--- src/rtl/fsm_step_ctrl.sv ---
// Input conditioning for the switch-driven Mealy machines.
// Raw board switches and a step pushbutton are synchronised and debounced.
// The outputs are a clean 2-bit switch vector (sw_out) and a one-cycle
// step strobe (ctrl_out). An auto-step mode issues periodic strobes, and an
// 8-bit wrapping count of issued strobes is provided for display.
//
// Step FSM states:
//   state | meaning
//   IDLE  | waiting for a debounced button press or for auto mode
//   HELD  | press already turned into a request, waiting for release
//   AUTO  | periodic requests from the auto timer, button ignored
//
// Every output is driven straight from a flop.
module fsm_step_ctrl #(
  parameter int DEBOUNCE_CYCLES = 16,
  parameter int AUTO_PERIOD     = 100,
  parameter int CNT_W           = 16
) (
  input  logic       clk,
  input  logic       reset,
  input  logic [1:0] sw_raw,
  input  logic       btn_raw,
  input  logic       auto_en,
  output logic [1:0] sw_out,
  output logic       ctrl_out,
  output logic [7:0] step_count
);

  localparam logic [CNT_W-1:0] DB_LAST   = CNT_W'(DEBOUNCE_CYCLES - 1);
  localparam logic [CNT_W-1:0] AUTO_LAST = CNT_W'(AUTO_PERIOD - 1);

  typedef enum logic [1:0] {
    IDLE = 2'd0,
    HELD = 2'd1,
    AUTO = 2'd2
  } state_t;

  // Bit order in the synchroniser chain: {auto_en, btn, sw[1], sw[0]}
  logic [3:0]       sync_1;
  logic [3:0]       sync_2;
  logic [2:0]       deb;
  logic [CNT_W-1:0] db_cnt [3];

  state_t           state;
  logic [CNT_W-1:0] auto_tmr;
  logic             req;
  logic             req_sw_chg;
  logic             pending;

  logic [1:0]       deb_sw;
  logic             deb_btn;
  logic             auto_s;
  logic             sw_chg;

  assign deb_sw  = deb[1:0];
  assign deb_btn = deb[2];
  assign auto_s  = sync_2[3];
  // sw_out is about to take a new value on the coming edge.
  assign sw_chg  = (sw_out != deb_sw);

  // Two-flop synchronisers for every asynchronous input
  always_ff @(posedge clk) begin
    if (reset) begin
      sync_1 <= '0;
      sync_2 <= '0;
    end else begin
      sync_1 <= {auto_en, btn_raw, sw_raw};
      sync_2 <= sync_1;
    end
  end

  // Debounce sw[0], sw[1] and btn independently. A value is accepted only
  // after it has differed from the debounced value for DEBOUNCE_CYCLES edges.
  always_ff @(posedge clk) begin
    if (reset) begin
      deb <= '0;
      for (int i = 0; i < 3; i++) begin
        db_cnt[i] <= '0;
      end
    end else begin
      for (int i = 0; i < 3; i++) begin
        if (sync_2[i] == deb[i]) begin
          db_cnt[i] <= '0;
        end else if (db_cnt[i] == DB_LAST) begin
          deb[i]    <= sync_2[i];
          db_cnt[i] <= '0;
        end else begin
          db_cnt[i] <= db_cnt[i] + 1'b1;
        end
      end
    end
  end

  // Registered copy of the debounced switch vector
  always_ff @(posedge clk) begin
    if (reset) begin
      sw_out <= '0;
    end else begin
      sw_out <= deb_sw;
    end
  end

  // Step FSM: turns presses or auto-timer wraps into single-edge requests.
  // req_sw_chg remembers whether sw_out moved on the same edge as the request.
  always_ff @(posedge clk) begin
    if (reset) begin
      state      <= IDLE;
      auto_tmr   <= '0;
      req        <= 1'b0;
      req_sw_chg <= 1'b0;
    end else begin
      req        <= 1'b0;
      req_sw_chg <= sw_chg;
      case (state)
        IDLE: begin
          // Auto mode wins over a press seen on the same edge.
          if (auto_s) begin
            state    <= AUTO;
            auto_tmr <= '0;
          end else if (deb_btn) begin
            req   <= 1'b1;
            state <= HELD;
          end
        end
        HELD: begin
          if (auto_s) begin
            state    <= AUTO;
            auto_tmr <= '0;
          end else if (!deb_btn) begin
            state <= IDLE;
          end
        end
        AUTO: begin
          if (!auto_s) begin
            // Leaving auto with the button down must not look like a new press.
            state    <= deb_btn ? HELD : IDLE;
            auto_tmr <= '0;
          end else if (auto_tmr == AUTO_LAST) begin
            auto_tmr <= '0;
            req      <= 1'b1;
          end else begin
            auto_tmr <= auto_tmr + 1'b1;
          end
        end
        default: begin
          state    <= IDLE;
          auto_tmr <= '0;
        end
      endcase
    end
  end

  // Strobe issue: a request whose edge also moved sw_out waits one extra
  // cycle in the pending flag; a request that meets a pending one is merged.
  always_ff @(posedge clk) begin
    if (reset) begin
      ctrl_out   <= 1'b0;
      pending    <= 1'b0;
      step_count <= '0;
    end else begin
      ctrl_out <= 1'b0;
      if (ctrl_out) begin
        step_count <= step_count + 8'd1;
      end
      if (pending) begin
        ctrl_out <= 1'b1;
        pending  <= 1'b0;
      end else if (req) begin
        if (req_sw_chg) begin
          pending <= 1'b1;
        end else begin
          ctrl_out <= 1'b1;
        end
      end
    end
  end

endmodule

--- config.mk ---
export PLATFORM = sky130hd
export DESIGN_NAME = fsm_step_ctrl
export DESIGN_NICKNAME = d
export VERILOG_FILES = /design/src/rtl/fsm_step_ctrl.sv
export SDC_FILE = /design/constraint.sdc
export NUM_CORES = 1
export LEC_CHECK = 0
export ABC_AREA = 1
export BUFFER_PORTS_ARGS = -buffer_cell sky130_fd_sc_hd__buf_4
export CORE_MARGIN = 4
export CORE_UTILIZATION = 30
export DETAILED_ROUTE_END_ITERATION = 8
export PLACE_DENSITY_LB_ADDON = 0.05
export SLEW_MARGIN = 10
export SYNTH_ARGS = -nofsm -noshare
export SYNTH_HDL_FRONTEND = slang
export SYNTH_SLANG_ARGS = --single-unit
--- constraint.sdc ---
create_clock -name clk -period 5.2 [get_ports clk]
set_clock_uncertainty 0.15 [all_clocks]
set_input_delay 0.52 -clock clk [delete_from_list [all_inputs] [get_ports clk]]
set_output_delay 0.52 -clock clk [all_outputs]
set_load 0.02 [all_outputs]
==> impl_metrics.py <==
metrics = {
    "routing": {
        "first_pass_iters": 5,
        "ant_nets": 0,
        "detail_route.drc_violations": 0,
        "route.detailed.wl_per_inst_um": 10.5,
        "initialDrtViolationCount": 203,
        "totalWireLength_um": 9360,
        "route.detailed.vias_per_inst": 4.30,
        "routed-via-count": 3837,
    },
    "synth": {
        "post_syn_instances": 610,
        "postSynthRegisterBits": 91,
        "avgSynthCellArea_um2": 7.87,
        "synth_top_flop_cell": "edfxtp_1",
        "postSynth.asyncResetShare_pct": 0,
        "post_synth_main_area_contributors": "edfxtp_1 30%, dfxtp_1 18%, nand2_1 9.8%",
        "yosysMostFrequentCell": "nand2_1",
        "netlist.top_cell.by_area": "edfxtp_1",
        "synth.cells.most_frequent": "126 x nand2_1, 102 x nor2_1, 85 x inv_1",
        "number_of_flops_mapped_to_enable_cells_by_yosys": 48,
        "syn-cell-area_um2": 4800,
        "yosys.cell_types.count": 36,
        "synthesis.yosys.warnings": 0,
        "synth.top_cell.area_share_pct": 30.0,
        "synth_seq_area_share_pct": 47.9,
    },
    "placement": {
        "place_worst_setup_slack_ps": 3170,
        "port-buffer-count": 16,
        "gpl.final_weighted_congestion": 0.821,
        "dpl_cell_area_um2": 5300,
        "final_hpwl_from_detailed_placement_um": 7130,
    },
    "die": {
        "die_area_um2": 18100,
        "floorplan.rows": 45,
        "pin_count": 17,
        "die_height_um": 135,
        "start_util_pct": 31.1,
        "floorplan.core_area_um2": 15400,
        "die_x_um": 135,
    },
    "pwr": {
        "power.density_cell_area_nw_per_um2": 292,
        "vdd_drop_max_v": 0.000171,
        "design_power_total_mw": 1.65,
        "p_leak_nw": 2.35,
    },
    "clock_network": {
        "clk-insertion-delay-late_ps": 340,
        "clockRootBuffer": "clkbuf_16",
        "post_cts.resized_instances": 0,
        "tritoncts": "built",
        "post_cts_hold_buffer_count": 0,
        "clock_path_buffers": 2,
        "cts_setup_buffers": 0,
        "cts.sinks": 91,
        "clock_transition_at_path_regs_ps": 70,
        "cts-buffers-inserted": 9,
        "cts_htree_levels": 3,
    },
    "timing": {
        "slew_violations": 0,
        "period_share_pct": 37.9,
        "hold_viol": 0,
        "rsz_0062_raised_after_global_routing": "no",
        "setup_slack_ps": 3230,
        "finalSetupViolCount": 0,
        "timing.max_slew.rel_slack_pct": 64.6,
        "worst-slew-pin-transition_ps": 526,
        "timing.fmax_mhz": 507,
        "tns_ps": 0,
        "timing.final.crit_period_ps": 1970,
    },
    "setup_path": {
        "setup.worst_path.start_class": "flop",
        "timing.critical_path.required_ps": 5150,
        "setup_slack_on_the_worst_flop_to_flop_path_ps": 3230,
        "crit_path_start": "db_cnt[0][0]",
        "timing.reg2reg.worst_path_depth": 10,
        "critical_path.reg2reg.startpoint": "db_cnt[0][0]",
        "endpoint_kind": "flop",
        "regToRegEndpoint": "db_cnt[0][13]",
        "category_of_the_most_critical_setup_path": "flop to flop",
        "critical_path_peak_fanout": 15,
        "cp_data_arrival_time_ps": 1920,
    },
    "finish": {
        "nets": 688,
        "final_design_area_no_fill_um2": 5670,
        "drive_above_1_share_pct": 9.38,
        "diodes": 0,
        "flow.area_growth_from_synthesis_pct": 18.0,
    },
    "grt": {
        "via_count_of_the_first_global_routing_pass": 3606,
        "initial_antenna_violation_count": 0,
        "grt_max_degree": 20,
        "global_route.overflow_total": 0,
        "grt_util_all_layers_pct": 11.0,
        "wire_length_of_the_first_global_routing_pass_um": 16300,
    },
    "flow_run": {
        "maxCapViolations": 0,
    },
    "worst_hold_path": {
        "worst_hold_path.num_cells": 3,
        "worstHoldEndpoint": "sync_1[3]",
        "holdCritStartpoint": "auto_en",
        "min-delay-path-class": "input port to flop",
    },
    "outcome": {
        "run_status": "completed",
    },
}
==> worst max-delay path by stage <==
| stage | end | slack [ps] | depth (start not counted) |
|---|---|---|---|
| after global routing | db_cnt[1][13] | 3020 | 10 |
| after global placement | db_cnt[2][2] | 3190 | 6 |
| after detailed placement | db_cnt[1][6] | 3170 | 6 |
| final | db_cnt[0][13] | 3230 | 10 |
| after floorplan | db_cnt[0][11] | 3430 | 9 |
| after CTS | db_cnt[1][13] | 3190 | 10 |
==> logic make-up after synthesis <==
| family | count (synthesis) | synth area share [%] |
|---|---|---|
| AOI/OAI and AO/OA | 55 | 6.17 |
| DFF | 91 | 47.9 |
| muxes | 1 | 0.208 |
| and+or+nand+nor | 342 | 32.6 |
| other | 1 | 0.0781 |
| adders and majority gates | 5 | 1.30 |
| xor gates and xnor gates | 19 | 3.46 |
| buffers and inverters | 96 | 8.26 |
==> power by group <==
part / total [mW] / internal [mW] / switching (mW)
clock: 0.796 / 0.518 / 0.278
combinational: 0.0662 / 0.0188 / 0.0474
sequential: 0.791 / 0.775 / 0.0156
==> per-stage QoR <==
| stage | util [%] | hold slack [ps] | instances |
|---|---|---|---|
| after floorplan | - | 238 | 657 |
| after global placement | 34.4 | 248 | 877 |
| after detailed placement | 34.4 | 247 | 877 |
| after CTS | 36.7 | 219 | 893 |
| after global routing | 36.7 | 247 | 893 |
| final | 36.7 | 230 | 893 |
==> placed cells by master (no fill, tap or decap), types with 9 or more instances in the layout <==
master | Yosys | final
nor3_1 | 27 | 27
buf_4 | 1 | 16
conb_1 | 1 | 48
edfxtp_1 | 48 | 48
o21ai_0 | 15 | 15
nand2_1 | 126 | 126
nor2_1 | 102 | 102
xor2_1 | 15 | 15
dfxtp_1 | 43 | 43
inv_1 | 85 | 85
a21oi_1 | 33 | 33
clkbuf_16 | 0 | 9
nand4_1 | 18 | 18
nand3_1 | 39 | 39
==> metal layers <==
metal | track usage (%) | part of all wire, %
met1 | 14.9 | 53
met2 | 17.1 | 43
met5 | 0 | 0
met4 | 4.30 | 1.7
met3 | 2.50 | 2.7
==> flip-flops by register name, summed over array words and instances, names as in the netlist <==
name and flops:
auto_tmr 16, ctrl_out 1, db_cnt 48, deb 3
pending 1, req 1, req_sw_chg 1, state 2
step_count 8, sw_out 2, sync_1 4, sync_2 4
==> area by class of cell <==
cell class	instances	area, um2
inverters	89	334
fillers	1647	9760
clock inverters	7	140
multi-input cells	470	2280
flip-flops and latches	91	2300
repair buffers	16	120
clock buffers	9	225
well taps	211	264
==> worst max-delay path, cell delays in order (launching register included) <==
cell and delay (ps):
edfxtp_1 380, ha_1 270, nand2_4 110, nor2_8 130, nand2_4 70, nor3_4 160
nand2_2 90, nand2_4 190, inv_1 80, nand2_1 70, inv_1 30
Note: power is estimated with default switching activity, not from simulation.
